$ cat src/rtl/ascii_to_bcd_parser.sv
// rtl/ascii_to_bcd_parser.sv - assembles ASCII decimal digits into a packed BCD word, emitted on a terminator.
// Optional sign support is enabled by defining ASCII_BCD_SIGN_EN (adds out_neg).
module ascii_to_bcd_parser #(
    parameter int NUM_DIGITS = 4,
    parameter int CNT_W      = 3
) (
    input  logic                    clk,
    input  logic                    rst_n,
    input  logic                    in_valid,
    output logic                    in_ready,
    input  logic [7:0]              in_char,
    output logic                    out_valid,
    input  logic                    out_ready,
    output logic [4*NUM_DIGITS-1:0] out_bcd,
    output logic [CNT_W-1:0]        out_digits,
`ifdef ASCII_BCD_SIGN_EN
    output logic                    out_neg,
`endif
    output logic                    out_err
);

    typedef enum logic [1:0] {
        IDLE  = 2'd0,
        ACCUM = 2'd1,
        HOLD  = 2'd2
    } state_e;

    state_e                  state_q;
    logic [4*NUM_DIGITS-1:0] bcd_q;
    logic [CNT_W-1:0]        cnt_q;
    logic                    err_q;
    logic                    in_ready_q;
    logic                    out_valid_q;
    logic [4*NUM_DIGITS-1:0] out_bcd_q;
    logic [CNT_W-1:0]        out_digits_q;
    logic                    out_err_q;
`ifdef ASCII_BCD_SIGN_EN
    logic                    neg_q;
    logic                    out_neg_q;
    logic                    is_minus;
`endif

    logic accept;
    logic is_digit;
    logic is_term;
    logic full;

    assign accept   = in_valid && in_ready_q;
    assign is_digit = (in_char >= 8'h30) && (in_char <= 8'h39);
    assign is_term  = (in_char == 8'h0D) || (in_char == 8'h0A) || (in_char == 8'h20);
    assign full     = (cnt_q == CNT_W'(NUM_DIGITS));
`ifdef ASCII_BCD_SIGN_EN
    assign is_minus = (in_char == 8'h2D);
`endif

    // Internal word and output registers live in one block; outputs only load on a terminator.
    always_ff @(posedge clk or negedge rst_n) begin
        if (!rst_n) begin
            state_q      <= IDLE;
            bcd_q        <= '0;
            cnt_q        <= '0;
            err_q        <= 1'b0;
            in_ready_q   <= 1'b0;
            out_valid_q  <= 1'b0;
            out_bcd_q    <= '0;
            out_digits_q <= '0;
            out_err_q    <= 1'b0;
`ifdef ASCII_BCD_SIGN_EN
            neg_q        <= 1'b0;
            out_neg_q    <= 1'b0;
`endif
        end else begin
            case (state_q)
                IDLE, ACCUM: begin
                    in_ready_q <= 1'b1;
                    if (accept) begin
                        if (is_digit) begin
                            if (!full) begin
                                bcd_q <= {bcd_q[4*NUM_DIGITS-5:0], in_char[3:0]};
                                cnt_q <= cnt_q + CNT_W'(1);
                            end else begin
                                err_q <= 1'b1;
                            end
                            state_q <= ACCUM;
                        end else if (is_term) begin
                            // A terminator with nothing held (e.g. LF after CR) is dropped.
                            if (state_q == ACCUM) begin
                                out_bcd_q    <= bcd_q;
                                out_digits_q <= cnt_q;
                                out_err_q    <= err_q;
`ifdef ASCII_BCD_SIGN_EN
                                out_neg_q    <= neg_q;
`endif
                                out_valid_q  <= 1'b1;
                                in_ready_q   <= 1'b0;
                                state_q      <= HOLD;
                            end
`ifdef ASCII_BCD_SIGN_EN
                        end else if (is_minus && (state_q == IDLE)) begin
                            neg_q   <= 1'b1;
                            state_q <= ACCUM;
`endif
                        end else begin
                            err_q   <= 1'b1;
                            state_q <= ACCUM;
                        end
                    end
                end
                HOLD: begin
                    if (out_ready) begin
                        out_valid_q <= 1'b0;
                        bcd_q       <= '0;
                        cnt_q       <= '0;
                        err_q       <= 1'b0;
`ifdef ASCII_BCD_SIGN_EN
                        neg_q       <= 1'b0;
`endif
                        in_ready_q  <= 1'b1;
                        state_q     <= IDLE;
                    end
                end
                default: begin
                    state_q    <= IDLE;
                    in_ready_q <= 1'b1;
                end
            endcase
        end
    end

    assign in_ready   = in_ready_q;
    assign out_valid  = out_valid_q;
    assign out_bcd    = out_bcd_q;
    assign out_digits = out_digits_q;
    assign out_err    = out_err_q;
`ifdef ASCII_BCD_SIGN_EN
    assign out_neg    = out_neg_q;
`endif

endmodule

$ cat config.mk
export PLATFORM = sky130hd
export DESIGN_NAME = ascii_to_bcd_parser
export DESIGN_NICKNAME = d
export VERILOG_FILES = /design/src/rtl/ascii_to_bcd_parser.sv
export SDC_FILE = /design/constraint.sdc
export NUM_CORES = 1
export LEC_CHECK = 0
export CAP_MARGIN = 15
export CORE_MARGIN = 1
export CORE_UTILIZATION = 51
export DETAILED_ROUTE_END_ITERATION = 6
export GPL_TIMING_DRIVEN = 0
export PLACE_DENSITY = 0.87
export SYNTH_ARGS = -nofsm -noshare
export SYNTH_HDL_FRONTEND = slang
export SYNTH_SLANG_ARGS = --single-unit
$ cat constraint.sdc
create_clock -name clk -period 2.1 [get_ports clk]
set_input_delay 0.315 -clock clk [delete_from_list [all_inputs] [get_ports clk]]
set_output_delay 0.315 -clock clk [all_outputs]
set_load 0.02 [all_outputs]
==> results of run 1 <==
power by group:
group	total (W)	switching, W	internal, W
registers	0.000993	0.0000661	0.000927
clock network	0.000541	0.000279	0.000262
logic	0.000274	0.000134	0.000140
total	0.00181	0.000479	0.00133
per-stage QoR:
| stage | hold WS, ps | total power [W] | setup TNS [ps] | cells | instance area [um2] |
|---|---|---|---|---|---|
| 2_1_floorplan | 19.4 | 0.00114 | 0 | 156 | 1910 |
| 3_3_place_gp | 454 | 0.00126 | -24840 | 235 | 2290 |
| 3_5_place_dp | 478 | 0.00128 | -16310 | 235 | 2290 |
| 4_1_cts | 198 | 0.00182 | 0 | 245 | 2420 |
| 5_1_grt | 245 | 0.00189 | 0 | 248 | 2440 |
| 6_report | 162 | 0.00181 | 0 | 248 | 2440 |
worst reg2reg max path: cells and delay by family (launching register included):
family | cells | cell delay (ps)
DFF | 1 | 410
muxes | 1 | 300
buffers and inverters | 1 | 190
and+or+nand+nor | 2 | 920
sequential cells by signal (all words and copies together) (netlist names):
| register | cells |
|---|---|
| cnt_q | 3 |
| in_ready | 1 |
| out_err | 1 |
| bcd_q | 16 |
| out_digits | 3 |
| out_bcd | 16 |
| err_q | 1 |
| state_q | 2 |
| out_valid | 1 |
kinds of logic after synthesis:
| kind of cell | Yosys count | synth area share, % |
|---|---|---|
| flip-flops | 44 | 57.8 |
| adder cells (fa/ha/maj) | 2 | 1.31 |
| AO/OA/AOI/OAI | 27 | 8.40 |
| AND/OR/NAND/NOR | 50 | 12.3 |
| multiplexers | 22 | 16.2 |
| buffers and inverters | 11 | 4.01 |
routing by layer:
layer	vias up	track usage (%)	share of wire (%)
met5	-	0	0
li1	626	-	-
met1	679	26.8	44
met4	0	10.5	2.3
met3	9	4.71	4.3
met2	42	36.8	50
cell usage in the layout (no fill, tap or decap), types with 2 or more instances in the layout:
master | synthesis | routed
dfrtp_1 | 44 | 44
nand2_1 | 39 | 39
clkdlybuf4s50_1 | 0 | 27
mux2_4 | 17 | 17
o21ai_0 | 12 | 12
clkbuf_8 | 0 | 6
o21ai_1 | 5 | 5
dlygate4sd2_1 | 0 | 5
buf_4 | 0 | 5
clkbuf_1 | 5 | 4
inv_1 | 3 | 3
mux2_2 | 3 | 3
nand3b_1 | 2 | 2
o21a_1 | 2 | 2
a21oi_1 | 2 | 2
mux2i_1 | 2 | 2
ha_1 | 2 | 2
clkinv_2 | 0 | 2
final timing paths:
check                      cells after the start  slack, ps                    from                 endpoint
hold reg to reg                                1        480  state_q[1]$_DFFE_PN0P_   state_q[0]$_DFFE_PN0P_
setup / recovery                               5         70              in_char[5]  out_bcd[10]$_DFFE_PN0P_
setup reg to reg                               4        180  state_q[1]$_DFFE_PN0P_  out_bcd[10]$_DFFE_PN0P_
min in group clk                               3        460              in_char[0]     bcd_q[0]$_DFFE_PN0P_
hold / removal                                 1        160                   rst_n  out_bcd[12]$_DFFE_PN0P_
max in group asynchronous                      1       1340                   rst_n   state_q[0]$_DFFE_PN0P_
layout make-up:
type	instances	area (um2)
Buffer	7	55.1
Clock buffer	6	82.6
Clock inverter	2	10.0
Fill cell	261	1030
Inverter	3	11.3
Multi-Input combinational cell	101	741
Sequential cell	44	1100
Tap cell	46	57.6
Timing Repair Buffer	39	384
timing repair:
item | 4_1_cts | 5_1_grt
setup buffers | 2 | 3
hold endpoints to repair | 0 | 0
endpoints found under the setup margin | 36 | 17
resized for setup | 9 | 2
cloned | 1 | 0
pin swaps | 0 | 1
==> reports/qor.csv, run 1 <==
stage,metric,value,unit
cells_and_area,diode count,0,
synthesis,top cell type's share of synthesized area,57.8,%
global_route,vias in the first global route,1445,
synthesis,synthesis-stage register bit count,44,
synthesis,most frequent cell after synthesis,dfrtp_1,
drt,WL/cell,15.5,um
drt,DRC,0,
synthesis,Async SR Flop Fraction,100,%
pwr,leak pwr,1.17,nW
synthesis,"top cells by area, synth","dfrtp_1 58%, mux2_4 13%, nand2_1 7.7%",
global_route,pin count of the biggest net entering global routing,45,
drt,Vias/cell,5.47,
synthesis,"Primary FF master, synth",dfrtp_1,
drt,total number of vias,1356,
floorplan,FP Rows,21,
clock_tree,CTS hold repair buffers,0,
timing,Fmax achieved,492,MHz
cells_and_area,nets,215,
synthesis,Mapped Area,1910,um2
floorplan,Initial Util,54.9,%
timing,Final Hold Fails,0,
clock_tree,Num CTS Buffers,5,
timing,Worst-Margin Slew,956,ps
worst_setup_path,CP top delay family,buffers and inverters,
drt,Pre-antenna DRT Iters,4,
floorplan,core area,3470,um2
worst_setup_path,Worst Path Required,2290,ps
clock_tree,CTS H-Tree Depth,2,
drt,Routed Antenna Nets,0,
synthesis,count of cell types in the netlist,31,
synthesis,Synth Instances,156,
placed_design,DP Worst Slack,-493,ps
worst_setup_path,Startpoint Class,primary input,
timing,max_slew headroom,36.3,%
synthesis,post-synthesis sequential area ratio,57.8,%
synthesis,most frequent cells after synthesis,"44 x dfrtp_1, 39 x nand2_1, 17 x mux2_4, 12 x o21ai_0",
min_path,worst hold path type,in -> async,
floorplan,Ports,34,
drt,initial drt markers,36,
clock_tree,clk sinks,44,
synthesis,Post-synth EDFFs,0,
clock_tree,Worst-path clk slew,80,ps
timing,final setup margin,65.9,ps
placed_design,dpl hpwl,2670,um
floorplan,DIE HEIGHT,63.1,um
cells_and_area,synth-to-layout area growth,28.2,%
timing,Setup Skew,3.79,ps
timing,Tmin final,2030,ps
worst_setup_path,Critical Path Max Stage Delay,610,ps
pwr,P per Cell Area,740,nW/um2
synthesis,"area leader, netlist",dfrtp_1,
synthesis,synth warn,0,
synthesis,Synthesized Nets,170,
clock_tree,"Clk Latency, worst-skew pair",300,ps
timing,final setup vio count,0,
worst_setup_path,CP bufs+invs,2,
global_route,GR Overflow Total,0,
status,status,completed,
timing,Final Cycle Share,96.9,%
flow_run,MaxCap Viol Count,0,
placed_design,Port Buffer Count,33,
timing,RSZ-0062 raised after global routing,no,
timing,Max Slew Vio Count,0,
floorplan,width of the die,63.1,um
global_route,antenna violations before repair,0,
pwr,maximum vdd ir drop,537,uV
global_route,GRT Resource Usage Total,21.9,%
cells_and_area,share of post-route cells with drive strength above 1,20.3,%
clock_tree,clock buffer depth,2,
placed_design,RD Place Congestion,0.834,
worst_setup_path,Crit. End Element,flop,
clock_tree,CTS tree,done,
global_route,first-pass GRT wire length,6590,um
worst_setup_path,"Critical Path, Cell by Cell",clkdlybuf4s50_1 -> o32a_1 -> or4_4 -> buf_8 -> mux2_4,
worst_setup_path,crit path max fanout,9,
worst_setup_path,slowest cell on the critical path,or4_4,
cells_and_area,utilization after layout,70.4,%
worst_setup_path,WP data arrival,2220,ps
synthesis,Mapped Avg Cell Area,12.2,um2
worst_setup_path,kind of critical path,in -> reg,
floorplan,die area,3980,um2
drt,routed wire length,3840,um
clock_tree,root buf cell,clkbuf_8,
No activity file was read; power rests on OpenSTA's default activity.
==> run 2, diff against run 1 <==
- MAX_ROUTING_LAYER: unset -> met4
- PLACE_DENSITY: 0.87 -> 0.78
- SLEW_MARGIN: unset -> 5
==> run 2 against run 1 <==
Utilization grew 1.4 points. Sequential power is essentially flat. Power grew 5.5%. Maximum frequency shrank 1.8%. Final cell count grew 1.6%. Sequential cell count is the same. Cell area grew 2.0%. Non-clock buffer count grew 4. Highest routed layer unchanged.
==> reports/qor.csv, run 2 (synthesis results as in run 1) <==
stage,metric,value,unit,change
status,status,completed,,
pwr,total power,0.00191,W,+5.5%
placed_design,Placed Cells,236,,+0.43%
floorplan,core area,3470,um2,unchanged
clock_tree,clock buffer depth,2,,unchanged
global_route,pin count of the biggest net entering global routing,29,,-36%
global_route,first-pass GRT wire length,6270,um,-4.8%
timing,final setup vio count,0,,unchanged
cells_and_area,area occupied by multi-input gates,741,um2,unchanged
floorplan,Ports,34,,unchanged
floorplan,Initial Util,54.9,%,unchanged
min_path,worst hold path type,in -> reg,,
cells_and_area,share of post-route cells with drive strength above 1,21.4,%,+1.1 points
drt,Pre-antenna DRT Iters,4,,unchanged
worst_setup_path,Worst Path Required,2280,ps,about the same
timing,Worst-Margin Slew,507,ps,-448 ps
floorplan,die area,3980,um2,unchanged
floorplan,DIE HEIGHT,63.1,um,unchanged
min_path,Hold Path Stages,3,,
drt,Routed Antenna Nets,0,,unchanged
worst_setup_path,WP data arrival,2250,ps,+30 ps
cells_and_area,nets,219,,+1.9%
timing,Fmax achieved,483,MHz,-1.8%
clock_tree,CTS tree,done,,
placed_design,RD Place Congestion,0.848,,+1.6%
global_route,GR Overflow Total,0,,unchanged
timing,RSZ-0062 raised after global routing,no,,
clock_tree,root buf cell,clkbuf_8,,
flow_run,MaxCap Viol Count,0,,unchanged
placed_design,Port Buffer Count,33,,unchanged
timing,Max Slew Vio Count,0,,unchanged
worst_setup_path,Crit. End Element,flop,,
drt,DRC,0,,unchanged
cells_and_area,register area,1100,um2,unchanged
timing,max_slew headroom,66.2,%,+30 points
floorplan,FP Rows,21,,unchanged
cells_and_area,synth-to-layout area growth,30.8,%,
timing,Final Cycle Share,98.6,%,+1.8 points
drt,WL/cell,14.6,um,-5.4%
worst_setup_path,Startpoint Class,primary input,,
drt,Vias/cell,5.39,,-1.4%
floorplan,width of the die,63.1,um,unchanged
clock_tree,clk sinks,44,,unchanged
cells_and_area,"commonest non-fill, non-tap cell in the layout",dfrtp_1,,
pwr,maximum vdd ir drop,492,uV,-8.3%
cells_and_area,diode count,0,,unchanged
clock_tree,Worst-path clk slew,80,ps,about the same
clock_tree,Num CTS Buffers,5,,unchanged
global_route,GRT Resource Usage Total,21.5,%,-0.42 points
cells_and_area,Layout Cells excl Fill,252,,+1.6%
drt,initial drt markers,69,,+92%
worst_setup_path,kind of critical path,in -> reg,,
clock_tree,"Clk Latency, worst-skew pair",300,ps,about the same
pwr,P per Cell Area,765,nW/um2,+3.3%
cells_and_area,fillers,243,,-6.9%
worst_setup_path,Reg2Reg Depth,5,,+1
global_route,vias in the first global route,1318,,-8.8%
clock_tree,CTS H-Tree Depth,2,,unchanged
timing,Setup Skew,11.4,ps,+7.60 ps
timing,Final Hold Fails,0,,unchanged
cells_and_area,"commonest cells after routing, fill and taps aside","44 x dfrtp_1, 39 x nand2_1, 27 x clkdlybuf4s50_1",,
pwr,leak pwr,1.20,nW,+2.2%
worst_setup_path,crit path max fanout,8,,-1
global_route,antenna violations before repair,0,,unchanged
timing,Tmin final,2070,ps,+37.2 ps
placed_design,dpl hpwl,2630,um,-1.3%
drt,total number of vias,1359,,+0.22%
drt,routed wire length,3690,um,-3.8%
run 2: cell types whose count changed in the layout (fill, tap and decap cells not counted):
cell           delta
buf_16            -1
clkbuf_2          +1
buf_4             +2
bufinv_16         +1
buf_6             +1
buf_12            +2
clkinv_2          -1
clkbuf_8          -1
dlygate4sd3_1     +1
buf_8             -1
run 2: final cells by class:
cell class                 instances  area share, %
sequential                        44           44.2
multi-input combinational        101           29.7
timing repair buffer              42           16.1
clock buffer                       6           2.91
buffer                             8           2.91
tap                               46           2.31
clock inverter                     2           1.41
inverter                           3          0.452
run 2: metrics by stage:
step	setup slack (ps)	util, %	TNS [ps]	instance area [um2]	hold WS (ps)
global route	5.96	71.9	0	2490	475
finish	28.7	71.9	0	2490	452
global placement	-413	66.1	-28590	2290	451
floorplan	111	-	0	1910	19.4
CTS	21.1	71.1	0	2470	449
detailed placement	-443	66.6	-15480	2310	267
run 2: report_power, final:
part	internal, W	total [W]	switching (W)
registers	0.000927	0.000990	0.0000631
logic	0.000147	0.000279	0.000133
clock network	0.000353	0.000637	0.000284
run 2: timing repair:
item	CTS	global route
endpoints found under the setup margin	34	18
setup buffers	4	3
hold buffers	1	0
gates resized for setup	8	5
hold endpoints to repair	16	0
pin swaps	3	1
run 2: worst paths after layout:
check | slack, ps | to | from
min in group asynchronous | 470 | out_bcd[12]$_DFFE_PN0P_ | rst_n
hold reg to reg | 470 | state_q[0]$_DFFE_PN0P_ | state_q[1]$_DFFE_PN0P_
hold / removal | 450 | bcd_q[0]$_DFFE_PN0P_ | in_char[0]
max in group asynchronous | 1150 | bcd_q[5]$_DFFE_PN0P_ | rst_n
setup reg to reg | 140 | out_bcd[13]$_DFFE_PN0P_ | state_q[0]$_DFFE_PN0P_
setup / recovery | 30 | out_bcd[13]$_DFFE_PN0P_ | in_char[4]
run 2: metal layers:
| layer | part of all wire (%) | global-route usage [%] | up-vias | wire [um] |
|---|---|---|---|---|
| li1 | - | - | 631 | - |
| met3 | 4.0 | 5.98 | 12 | 148 |
| met4 | 2.1 | 8.72 | 0 | 77 |
| met1 | 45 | 25.6 | 682 | 1650 |
| met2 | 49 | 34.4 | 34 | 1810 |
| met5 | 0 | - | - | 0 |
run 2: worst max-delay path, cell delays in order:
cell	delay, ps
clkdlybuf4s50_1	440
or3b_1	390
or4_4	520
buf_6	150
buf_12	140
mux2_4	300
==> RTL edit, RTL diff (settings of run 2) <==
The 3 states of `state_e` get a one-hot encoding in 3 bits.
--- a/src/rtl/ascii_to_bcd_parser.sv
+++ b/src/rtl/ascii_to_bcd_parser.sv
@@ -20,8 +20,8 @@
 );
 
-    typedef enum logic [1:0] {
-        IDLE  = 2'd0,
-        ACCUM = 2'd1,
-        HOLD  = 2'd2
+    typedef enum logic [2:0] {
+        IDLE  = 3'b001,
+        ACCUM = 3'b010,
+        HOLD  = 3'b100
     } state_e;
 
Function: no difference found for any inputs over 4 cycles, from zero or initial values and one cycle with rst_n low; so few cycles prove little.
==> RTL edit against run 2 <==
- design area increased by 6.5%
- setup slack improved by 0.067 ns
- non-clock buffer count increased by 4
- sequential cell count increased by 1
- routed wire length increased by 11%
- synthesized area increased by 8.6%
- critical path type unchanged
- highest routed layer unchanged
Power is not compared: it rests on default switching activity, and its combinational part moved more than twofold at a synthesized area within 25%.
==> RTL edit: results (changes against run 2) <==
Critical R2R Launch -> cnt_q[0]$_DFFE_PN0P_
Synth Area in XOR/XNOR -> 0.423% (+0.42 points)
Clock Skew -> 0.00641 ns (-0.00497 ns)
CP Max Fanout -> 10 (+2)
gpl congestion -> 0.920 (+8.6%)
ANT cells -> 0 (unchanged)
Max Cap Violations -> 0 (unchanged)
Synth area leaders -> dfrtp_1, mux2_4, o31ai_1
syn nets -> 187 (+10%)
share of cells above drive strength 1 -> 19.3% (-2.1 points)
Worst EP arrival -> 2.19 ns (-0.06 ns)
unique cell type count in the Yosys netlist -> 38 (+23%)
final worst setup slack -> 0.0954 ns (+0.0667 ns)
Post-CTS Resized -> 5 (-3)
total power -> 2580 uW
CTS Buffer Depth -> 2 (unchanged)
R2R Path End -> bcd_q[12]$_DFFE_PN0P_
Worst path max stage delay -> 0.47 ns (-0.05 ns)
post-synthesis mux area share -> 13.7% (-2.6 points)
vias in the first global route -> 1567 (+19%)
wl on met1 -> 1850 microns (+12%)
WL met2 -> 2020 microns (+12%)
pre-CTS WS -> -0.506 ns (-0.0632 ns)
metal3 WL -> 157 microns (+6.1%)
reg2reg path depth -> 6 (+1)
Slowest cell on crit path -> clkdlybuf4s50_1
number of buffers created by CTS -> 5 (unchanged)
synth cell count leaders -> dfrtp_1, nand2_1, o21ai_0
total track usage -> 22.7% (+1.2 points)
CTS hold repair buffers -> 1 (unchanged)
routed len/inst -> 15.1 microns (+2.9%)
Nets -> 236 (+7.8%)
leakage power -> 0.00122 uW
Clock Latency Late Sink -> 0.30 ns (about the same)
DRT Pass-1 Iters -> 4 (unchanged)
Setup crit end -> out_bcd[11]$_DFFE_PN0P_
setup bufs post-CTS -> 4 (unchanged)
first-pass GRT wire length -> 7110 microns (+13%)
critical path startpoint -> in_char[7]
post-synthesis sequential area ratio -> 54.5% (-3.3 points)
Synth Area in Adders -> 1.21% (-0.10 points)
status -> complete, no violations
Layout Cells excl Fill -> 271 (+7.5%)
Reg2Reg Setup Slack -> 0.18 ns (+0.04 ns)
post-placement cell count -> 255 (+8.1%)
pin count of the biggest net entering global routing -> 32 (+10%)
Main synth FF type -> dfrtp_1
Ys Warns -> 0 (unchanged)
Hold WC Path Type -> in2reg
total of fill cells in the finished design -> 266 (+9.5%)
routed vias -> 1522 (+12%)
Detail Placement HPWL -> 2870 microns (+8.9%)
number of DRC markers in iteration 0 -> 122 (+77%)
gate count after technology mapping -> 173 (+11%)
worst-margin pin slew -> 0.538 ns (+0.0309 ns)
IO Port Bufs -> 33 (unchanged)
compound-cell area share of the yosys netlist -> 16.1% (+7.7 points)
RTL edit: changes by cell type after synthesis, sizes merged, moves of 2 or more:
cell,run 2,this run
nand3,0,2
o31ai,1,16
o21a,2,0
nand2,39,23
nand3b,2,0
or3b,2,0
nor2,0,6
clkbuf,5,10
RTL edit: per-layer routing:
metal  GRT usage (%)  vias to the layer above
met1            28.7                      754
met2            35.7                       46
li1                -                      718
met3            5.56                        4
met5               -                        -
met4            7.61                        0
RTL edit: area by class of cell:
cell class,instances,area (sq um),share of cell area [%]
well taps,48,60.1,2.26
clock buffers,6,72.6,2.73
inverters,4,15.0,0.566
repair buffers,42,412,15.5
clock inverters,2,10.0,0.377
flip-flops and latches,45,1130,42.5
plain buffers,12,67.6,2.54
multi-input cells,112,891,33.6
RTL edit: worst min path at each step:
stage	startpoint	endpoint	slack [ns]	cells past startpoint
3_3_place_gp	out_valid$_DFFE_PN0P_	out_valid$_DFFE_PN0P_	0.46	1
4_1_cts	rst_n	out_bcd[14]$_DFFE_PN0P_	0.45	2
6_report	in_char[3]	bcd_q[3]$_DFFE_PN0P_	0.40	3
5_1_grt	in_char[3]	bcd_q[3]$_DFFE_PN0P_	0.43	3
2_1_floorplan	rst_n	bcd_q[0]$_DFFE_PN0P_	0.02	0
3_5_place_dp	rst_n	out_bcd[12]$_DFFE_PN0P_	0.25	1
RTL edit: stage by stage:
step	TNS, ns	hold slack (ns)	area [sq um]
2_1_floorplan	0	0.0194	2070
3_3_place_gp	-27.22	0.461	2460
3_5_place_dp	-11.86	0.246	2470
4_1_cts	0	0.452	2610
5_1_grt	-0.0412	0.431	2660
6_report	0	0.396	2660
RTL edit: worst max-delay path, delay by kind of cell:
kind            cells  cell delay (ns)
buf+inv             3             0.82
compound gates      2             0.49
simple gates        1             0.23
mux                 1             0.33
